File: src/rtl/adv7611_cfg_pkg.sv
// Shared types and constants for the ADV7611 configuration sequencer.
package adv7611_cfg_pkg;

   typedef enum logic [2:0] {
      S_IDLE = 3'd0,
      S_HOLD = 3'd1,
      S_RUN  = 3'd2,
      S_DONE = 3'd3,
      S_FAIL = 3'd4
   } cfg_state_t;

   // Cycles after controller release during which its done flag is not trusted
   localparam int unsigned SETTLE_CYCLES = 4;

   // {ID_addr, reg_addr, reg_data}
   typedef logic [23:0] lut_entry_t;

endpackage

File: src/rtl/adv7611_cfg_lut.sv
// ADV7611 register write table: registered lookup of {ID_addr, reg_addr, reg_data}.
module adv7611_cfg_lut
   import adv7611_cfg_pkg::*;
#(
   parameter logic [7:0] CFG_SIZE = 8'd64
) (
   input  logic       clk,
   input  logic       rst_n,
   input  logic [7:0] idx,
   output lut_entry_t data
);

   function automatic lut_entry_t lut_word(input logic [7:0] i);
      lut_entry_t w;
      case (i)
         // IO map: slave map addresses, then video mode and output format
         8'd0:  w = 24'h98F480;
         8'd1:  w = 24'h98F57C;
         8'd2:  w = 24'h98F84C;
         8'd3:  w = 24'h98F964;
         8'd4:  w = 24'h98FA6C;
         8'd5:  w = 24'h98FB68;
         8'd6:  w = 24'h98FD44;
         8'd7:  w = 24'h980105;
         8'd8:  w = 24'h980019;
         8'd9:  w = 24'h9802F5;
         8'd10: w = 24'h980380;
         8'd11: w = 24'h980462;
         8'd12: w = 24'h980528;
         8'd13: w = 24'h9806A6;
         8'd14: w = 24'h980B44;
         8'd15: w = 24'h980C42;
         8'd16: w = 24'h98147F;
         8'd17: w = 24'h981580;
         8'd18: w = 24'h981983;
         8'd19: w = 24'h983340;
         8'd20: w = 24'h44BA01;
         8'd21: w = 24'h644081;
         // HDMI map: equaliser, TMDS and audio setup
         8'd22: w = 24'h689B03;
         8'd23: w = 24'h68C101;
         8'd24: w = 24'h68C201;
         8'd25: w = 24'h68C301;
         8'd26: w = 24'h68C401;
         8'd27: w = 24'h68C501;
         8'd28: w = 24'h68C601;
         8'd29: w = 24'h68C701;
         8'd30: w = 24'h68C801;
         8'd31: w = 24'h68C901;
         8'd32: w = 24'h68CA01;
         8'd33: w = 24'h68CB01;
         8'd34: w = 24'h68CC01;
         8'd35: w = 24'h680008;
         8'd36: w = 24'h680203;
         8'd37: w = 24'h680398;
         8'd38: w = 24'h6810A5;
         8'd39: w = 24'h681B08;
         8'd40: w = 24'h684504;
         8'd41: w = 24'h6897C0;
         8'd42: w = 24'h683D10;
         8'd43: w = 24'h683E69;
         8'd44: w = 24'h683F46;
         8'd45: w = 24'h684EFE;
         8'd46: w = 24'h684F08;
         8'd47: w = 24'h685000;
         8'd48: w = 24'h6857A3;
         8'd49: w = 24'h685807;
         8'd50: w = 24'h686F08;
         8'd51: w = 24'h6883FE;
         8'd52: w = 24'h68869B;
         8'd53: w = 24'h688510;
         8'd54: w = 24'h688901;
         8'd55: w = 24'h689B03;
         8'd56: w = 24'h689303;
         8'd57: w = 24'h685A80;
         8'd58: w = 24'h686C54;
         8'd59: w = 24'h687510;
         8'd60: w = 24'h688D04;
         8'd61: w = 24'h688E1E;
         // Finally assert HPD towards the source
         8'd62: w = 24'h982070;
         8'd63: w = 24'h9820F8;
         default: w = 24'h000000;
      endcase
      return w;
   endfunction

   always_ff @(posedge clk) begin
      if (!rst_n) begin
         data <= '0;
      end else if (idx < CFG_SIZE) begin
         data <= lut_word(idx);
      end else begin
         data <= '0;
      end
   end

endmodule

File: src/rtl/adv7611_cfg_sequencer.sv
// Drives the ADV7611 I2C controller: reset hold, timed run with retries,
// HPD-debounced and software-triggered restarts, and status reporting.
module adv7611_cfg_sequencer
   import adv7611_cfg_pkg::*;
#(
   parameter int unsigned CLK_FREQ    = 100_000000,
   parameter logic [7:0]  CFG_SIZE    = 8'd64,
   parameter int unsigned HOLD_US     = 10,
   parameter int unsigned DEBOUNCE_MS = 20,
   parameter int unsigned TIMEOUT_MS  = 500,
   parameter int unsigned MAX_TRY     = 3,
   parameter bit          AUTO_START  = 1'b1
) (
   input  logic        clk,
   input  logic        rst_n,
   input  logic        hdmi_hpd,
   input  logic        cfg_start,
   output logic        ctrl_rst_n,
   output logic [7:0]  i2c_config_size,
   input  logic [7:0]  i2c_config_index,
   output logic [23:0] i2c_config_data,
   input  logic        i2c_config_done,
   output logic        cfg_busy,
   output logic        cfg_done,
   output logic        cfg_fail,
   output logic [7:0]  cfg_count
);

   localparam logic [15:0] HOLD_CYCLES = 16'(CLK_FREQ / 1_000_000 * HOLD_US);
   localparam logic [31:0] DEB_CYCLES  = 32'(CLK_FREQ / 1000 * DEBOUNCE_MS);
   localparam logic [31:0] TO_CYCLES   = 32'(CLK_FREQ / 1000 * TIMEOUT_MS);
   localparam logic [31:0] SETTLE      = 32'(SETTLE_CYCLES);
   localparam logic [7:0]  MAX_TRY_W   = 8'(MAX_TRY);

   logic        hpd_meta, hpd_sync, hpd_level, hpd_rise;
   logic [31:0] deb_cnt;
   logic        first_cycle;
   logic        trigger;

   cfg_state_t  state, state_next;
   logic [15:0] hold_cnt;
   logic [31:0] run_cnt;
   logic [7:0]  try_cnt;
   logic        try_load, try_inc, pass_ok;

   assign i2c_config_size = CFG_SIZE;

   adv7611_cfg_lut #(.CFG_SIZE(CFG_SIZE)) u_lut (
      .clk  (clk),
      .rst_n(rst_n),
      .idx  (i2c_config_index),
      .data (i2c_config_data)
   );

   // The debounced level only follows the synchronised input after a full
   // stable window; returning to the current level restarts the window.
   always_ff @(posedge clk) begin
      if (!rst_n) begin
         hpd_meta  <= 1'b0;
         hpd_sync  <= 1'b0;
         hpd_level <= 1'b0;
         hpd_rise  <= 1'b0;
         deb_cnt   <= '0;
      end else begin
         hpd_meta <= hdmi_hpd;
         hpd_sync <= hpd_meta;
         hpd_rise <= 1'b0;
         if (hpd_sync == hpd_level) begin
            deb_cnt <= '0;
         end else if (deb_cnt == DEB_CYCLES - 32'd1) begin
            deb_cnt   <= '0;
            hpd_level <= hpd_sync;
            hpd_rise  <= hpd_sync;
         end else begin
            deb_cnt <= deb_cnt + 32'd1;
         end
      end
   end

   assign trigger = cfg_start | hpd_rise | (AUTO_START & first_cycle);

   always_ff @(posedge clk) begin
      if (!rst_n) begin
         state <= S_IDLE;
      end else begin
         state <= state_next;
      end
   end

   always_comb begin
      state_next = state;
      try_load   = 1'b0;
      try_inc    = 1'b0;
      pass_ok    = 1'b0;
      ctrl_rst_n = 1'b0;
      cfg_busy   = 1'b0;
      cfg_done   = 1'b0;
      cfg_fail   = 1'b0;
      unique case (state)
         S_IDLE: begin
            if (trigger) begin
               try_load   = 1'b1;
               state_next = S_HOLD;
            end
         end
         S_HOLD: begin
            cfg_busy = 1'b1;
            if (hold_cnt == HOLD_CYCLES - 16'd1) begin
               state_next = S_RUN;
            end
         end
         // A trigger beats a simultaneous done so an aborted pass is never counted
         S_RUN: begin
            ctrl_rst_n = 1'b1;
            cfg_busy   = 1'b1;
            if (trigger) begin
               try_load   = 1'b1;
               state_next = S_HOLD;
            end else if (i2c_config_done && run_cnt >= SETTLE) begin
               pass_ok    = 1'b1;
               state_next = S_DONE;
            end else if (run_cnt == TO_CYCLES - 32'd1) begin
               if (try_cnt < MAX_TRY_W) begin
                  try_inc    = 1'b1;
                  state_next = S_HOLD;
               end else begin
                  state_next = S_FAIL;
               end
            end
         end
         S_DONE: begin
            ctrl_rst_n = 1'b1;
            cfg_done   = 1'b1;
            if (trigger) begin
               try_load   = 1'b1;
               state_next = S_HOLD;
            end
         end
         S_FAIL: begin
            cfg_fail = 1'b1;
            if (trigger) begin
               try_load   = 1'b1;
               state_next = S_HOLD;
            end
         end
         default: state_next = S_IDLE;
      endcase
   end

   // Hold and run timers restart from zero on every entry into their state.
   always_ff @(posedge clk) begin
      if (!rst_n) begin
         first_cycle <= 1'b1;
         hold_cnt    <= '0;
         run_cnt     <= '0;
         try_cnt     <= '0;
         cfg_count   <= '0;
      end else begin
         first_cycle <= 1'b0;
         hold_cnt    <= (state == S_HOLD && state_next == S_HOLD) ? hold_cnt + 16'd1 : 16'd0;
         run_cnt     <= (state == S_RUN && state_next == S_RUN) ? run_cnt + 32'd1 : 32'd0;
         if (try_load) begin
            try_cnt <= 8'd1;
         end else if (try_inc) begin
            try_cnt <= try_cnt + 8'd1;
         end
         if (pass_ok && cfg_count != 8'hFF) begin
            cfg_count <= cfg_count + 8'd1;
         end
      end
   end

endmodule
File: config.mk
export PLATFORM = sky130hd
export DESIGN_NAME = adv7611_cfg_sequencer
export DESIGN_NICKNAME = d
export VERILOG_FILES = /design/src/rtl/adv7611_cfg_pkg.sv /design/src/rtl/adv7611_cfg_lut.sv /design/src/rtl/adv7611_cfg_sequencer.sv
export SDC_FILE = /design/constraint.sdc
export NUM_CORES = 1
export LEC_CHECK = 0
export BUFFER_PORTS_ARGS = -buffer_cell sky130_fd_sc_hd__buf_2
export CORE_MARGIN = 4
export CORE_UTILIZATION = 30
export CTS_CLUSTER_SIZE = 12
export DETAILED_ROUTE_END_ITERATION = 10
export GPL_TIMING_DRIVEN = 0
export SLEW_MARGIN = 20
export SYNTH_ARGS = -nofsm -noshare
export SYNTH_HDL_FRONTEND = slang
export SYNTH_SLANG_ARGS = --single-unit
export TNS_END_PERCENT = 50
File: constraint.sdc
create_clock -name clk -period 3.7 [get_ports clk]
set_input_delay 0.555 -clock clk [delete_from_list [all_inputs] [get_ports clk]]
set_output_delay 0.555 -clock clk [all_outputs]
set_load 0.02 [all_outputs]
# Word-level counts from Yosys, hierarchy flattened

Memory sizes are Yosys's and may differ from the RTL's. A register that Yosys moved wholly into a read port is not among the register bits.
Index checks and enable logic that the tools add are counted.

Bits in registers: 128
Bits in read-only memories: 1408
Logic and storage cells: 81
Memories kept: 1
Bits of input ports: 13
Output and inout bits: 44
RAM bits: 0
Latch bits: 0

Bitwise gates (word level): 5
$lt $le $gt $ge: 3
Reduce and logical (&&, ||, !) cells: 19
Shift-type cells: 0
Multiply operators: 0
Muxes and demuxes: 24
Divide/modulo/power cells: 0
Add/subtract/negate cells: 5
Equal/unequal tests: 11

Memory list:

| memory          | words | bits a word | rd ports | clocked after Yosys merged registers in | wr ports | line                  | text |
|---|---|---|---|---|---|---|---|
| (no name shown) | 64    | 22          | 1        | 1                                       | 0        | adv7611_cfg_lut.sv:15 | `case (i)` |

Operator list:

| operator                                                            | number |
|---|---|
| adder 32 x 1 -> 32 bit (second input constant)                      | 2 |
| equality test 32 x 21 -> 1 bit (second input constant)              | 1 |
| equality test 32 x 26 -> 1 bit (second input constant)              | 1 |
| greater-or-equal comparator 32 x 3 -> 1 bit (second input constant) | 1 |
| 2-to-1 mux 3 bit                                                    | 6 |
| 2-to-1 mux 1 bit                                                    | 17 |
| adder 16 x 1 -> 16 bit (second input constant)                      | 1 |
| adder 8 x 1 -> 8 bit (second input constant)                        | 2 |
| equality test 16 x 10 -> 1 bit (second input constant)              | 1 |
| equality test 3 x 2 -> 1 bit (second input constant)                | 3 |
| one-hot mux 3 bit (3 select lines)                                  | 1 |
| OR reduction 3 bit                                                  | 3 |
| less-than comparator 8 x 2 -> 1 bit (second input constant)         | 1 |
| less-than comparator 8 x 7 -> 1 bit (second input constant)         | 1 |
| != test 8 bit (second input constant)                               | 1 |
| equality test 3 x 1 -> 1 bit (second input constant)                | 2 |
| AND reduction 2 bit                                                 | 3 |
| OR reduction 2 bit                                                  | 3 |
| logical AND 1 bit                                                   | 4 |
| OR reduction 4 bit                                                  | 1 |
| equality test 3 bit (second input constant)                         | 1 |
| logical NOT 3 bit                                                   | 1 |
| NOT 1 bit                                                           | 3 |
| AND reduction 3 bit                                                 | 1 |
| other kinds (5)                                                     | 6 |

# Logic depth before layout (Yosys ltp)

Depth after elaboration: 9
Gate-level depth with buffers: 9
Gate-level depth less buffers: 7

# Modules after synthesis

Synthesis repeated with hierarchy kept, for this count alone.

Cell total of the unflattened synthesis: 843
Area, all modules: 7165.6 µm²

By module, submodules not included:

| module                | instances | sequential area each (µm²) | cells an instance | area each (µm²) |
|---|---|---|---|---|
| adv7611_cfg_sequencer | 1         | 2082.0                     | 569               | 5076.1 |
| adv7611_cfg_lut       | 1         | 420.4                      | 274               | 2089.5 |

# Least setup slack after synthesis

No wires, ideal clock.

Path type: input -> register
Start: in i2c_config_index[0]
End: reg u_lut.data[8]
Cell stages on the path: 9
Setup time: 0.065 ns
Arrival: 2.074 ns
Slack: 1.561 ns
Path through: clkbuf_1 inv_1 ha_1 clkbuf_1 nor2_1 a21oi_1 a21oi_1 mux4_2 nor2_1

Longest elaborated chain between the ends: 3

RTL lines:

| element                             | line                        | text |
|---|---|---|
| start, declared                     | adv7611_cfg_sequencer.sv:20 | `input logic [7:0] i2c_config_index,` |
| less-than comparator 8 x 7 -> 1 bit | adv7611_cfg_lut.sv:91       | `end else if (idx < CFG_SIZE) begin` |
| AND reduction 3 bit (no line)       | n/a                         |  |
| logical NOT 1 bit (no line)         | n/a                         |  |
| end, declared                       | adv7611_cfg_lut.sv:10       | `output lut_entry_t data` |

Several ways; a longest one is shown, not always the timed one.
A chain may end at the register's enable or synchronous reset.

# Final worst setup path

Start: in i2c_config_index[0]
End: reg u_lut.data[9]

Same word-level chain as after synthesis.

==> run metrics <==
leak pwr=about 2.8 nW; # Post-CTS Setup Buffers=0; syn_area_per_cell=between 8 and 9 um2; area fraction of the dominant cell type after synthesis=0.369; Highest Clock Rate=about 400 MHz; pin count of the biggest net entering global routing=17; via count=~6400; ys flop type=dfxtp_1; synth top area cells=dfxtp_1, xnor2_1, nor2_1; Hold Path Class=in2reg; ANT nets after route=0; Final Hold Fails=0; cell with the most instances after synthesis=dfxtp_1; Worst-path clk slew=~60 ps; fillcell total=about 2300; TNS Setup=0 ps; CP Capture Type=flop; crit path cell chain=buf_2 -> clkbuf_1 -> inv_1 -> ha_1 -> clkbuf_1 -> nor2_1 -> nor3b_1 -> a311o_1 -> nand4_1 -> o311a_1; Data arrival, critical path=a little under 3000 ps; Max Fanout on Critical Path=10; vias per std cell=between 5 and 6; die width=~160 um; drc violations=0; global-route wire length before repair=about 30 mm; Rel. slew slack=0.297; crit path max-delay cell type=clkbuf_1; Setup CP Type=in2reg; worst skew pair latency=between 400 and 500 ps; Synth-to-Final Area Change=17.8%; clock sinks=about 130; sequential fraction of the synthesis area=0.369; YS warnings=0; Yosys top cell by area=dfxtp_1; Reg2Reg Launch Point=run_cnt[4]; CTS tree=done; Clock Tree Root=clkbuf_16; Worst setup SP type=primary input; die height=around 160 um; #FFs+latches synth=approximately 130; initial DRC count=491; wire length per cell=roughly 15 um; Yosys cell types=between 60 and 70; Critical Path End=u_lut.data[9]; Tot GR Track Use=0.145; layout cells sized above 1=0.122; drt total wl=approximately 18 mm; reg-to-reg slack, setup=around 1200 ps; number of synthesized flops with an enable pin=0; worst r2r dst=run_cnt[28]; hold slack=roughly 350 ps; Syn Std Cell Area=6780 um2; status=completed; post-synthesis async set-or-reset flop share=0; CP Launch Point=i2c_config_index[0]; Pwr Density=approximately 420 nW/um2; R2R cell count=7; Max Buffers Root-to-Sink=2; Pins Over Slew Limit=0; die area=25100 um2; initial antenna violation count=1; GRT overflow=0; synth cell count leaders=dfxtp_1, nor2_1, nand2_1; critical path's most frequent cell=clkbuf_1; final setup fails=0; H-tree depth=4; Tightest Pin Transition=1050 ps; Final Skew=between 10 and 15 ps; CTS Hold Buffers Added=0; # nets final=~950; I/O pin cnt=between 50 and 60; DP HPWL=between 10 and 15 mm; Tmin final=2530 ps; Inserted Diodes=0; crit-path max cell delay=between 400 and 500 ps; Data required, critical path=a little over 4000 ps; max cap viols=0; cts repair resizes=0; Pre-Repair DR Iteration Count=5; Initial Util=0.308; RSZ-0062 raised after global routing=false; Core ar.=approximately 22000 um2; RD Place Congestion=~0.96; cell row count=54; CTS buffer count=17; Gate Count Post-Synth=between 800 and 900; IO Port Bufs=46; vias in the first global route=around 5900; final period utilization=0.683; VDD IR max=0.421 mV
through the flow:
step,instance area [um2],util,power [mW],setup slack [ps],instances
6_report,7990,0.363,3.36,1170,1211
2_1_floorplan,6810,-,1.59,1560,853
3_5_place_dp,7390,0.336,1.68,913,1179
3_3_place_gp,7390,0.336,1.68,776,1179
4_1_cts,7990,0.363,3.40,1270,1211
5_1_grt,7990,0.363,3.49,1060,1211
worst min-delay path by stage:
stage / from / endpoint / cells past startpoint
6_report: hdmi_hpd / hpd_meta / 2
5_1_grt: hdmi_hpd / hpd_meta / 2
4_1_cts: hdmi_hpd / hpd_meta / 2
3_5_place_dp: hpd_meta / hpd_sync / 1
3_3_place_gp: hpd_meta / hpd_sync / 1
2_1_floorplan: hpd_meta / hpd_sync / 1
cells in the final DEF (no fill, tap or decap), drive strengths merged, types with 27 or more instances in the layout:
cell type | synthesis | layout
inv | 26 | 35
dfxtp | 125 | 125
nor3 | 52 | 52
buf | 31 | 77
nor2 | 90 | 90
a21oi | 41 | 41
nor4 | 27 | 27
nand2 | 57 | 57
o21ai | 42 | 42
xnor2 | 45 | 45
clkbuf | 35 | 52
nand3 | 34 | 34
power breakdown:
| group | switching [mW] | internal (mW) |
|---|---|---|
| registers | 0.00616 | 1.36 |
| logic | 0.201 | 0.0932 |
| clock network | 0.690 | 1.01 |
cell families (layout without fill, tap and decap cells):
| family | count (synthesis) | in the layout | synth area share |
|---|---|---|---|
| compound gates | 153 | 153 | 0.144 |
| simple gates | 377 | 377 | 0.289 |
| fa+ha+maj | 18 | 18 | 0.0332 |
| other cells | 2 | 10 | 0.00111 |
| xor+xnor | 67 | 67 | 0.0865 |
| flops | 125 | 125 | 0.369 |
| mux | 10 | 10 | 0.0170 |
| buf+inv | 93 | 171 | 0.0607 |
registers in the layout (all words and copies together), names as in the netlist:
signal and count:
first_cycle 1, run_cnt 32, hpd_meta 1, cfg_count 8
u_lut.data 21, hpd_rise 1, hold_cnt 16, state 3
deb_cnt 32, try_cnt 8, hpd_level 1, hpd_sync 1
per-layer routing:
metal  global-route usage  vias to the layer above  wire length [um]
met4               0.0678                        2               657
met2                0.218                      273              7960
met3               0.0364                       53              1310
li1                     -                     3157                 -
met1                0.195                     2942              8110
met5                    0                        -                18
layout make-up:
cell class / count / area, um2 / area share
plain buffers: 66 / 310 / 0.0388
clock buffers: 17 / 425 / 0.0532
clock inverters: 15 / 171 / 0.0214
inverters: 27 / 101 / 0.0127
multi-input cells: 635 / 3900 / 0.488
flip-flops and latches: 125 / 2500 / 0.313
well taps: 280 / 350 / 0.0438
repair buffers: 46 / 230 / 0.0288
critical path: cells and delay by family:
family          cells  cell delay (ps)
simple gates        3              520
compound gates      2              510
buf+inv             4             1040
fa+ha+maj           1              260
Note: power is estimated with default switching activity, not from simulation.
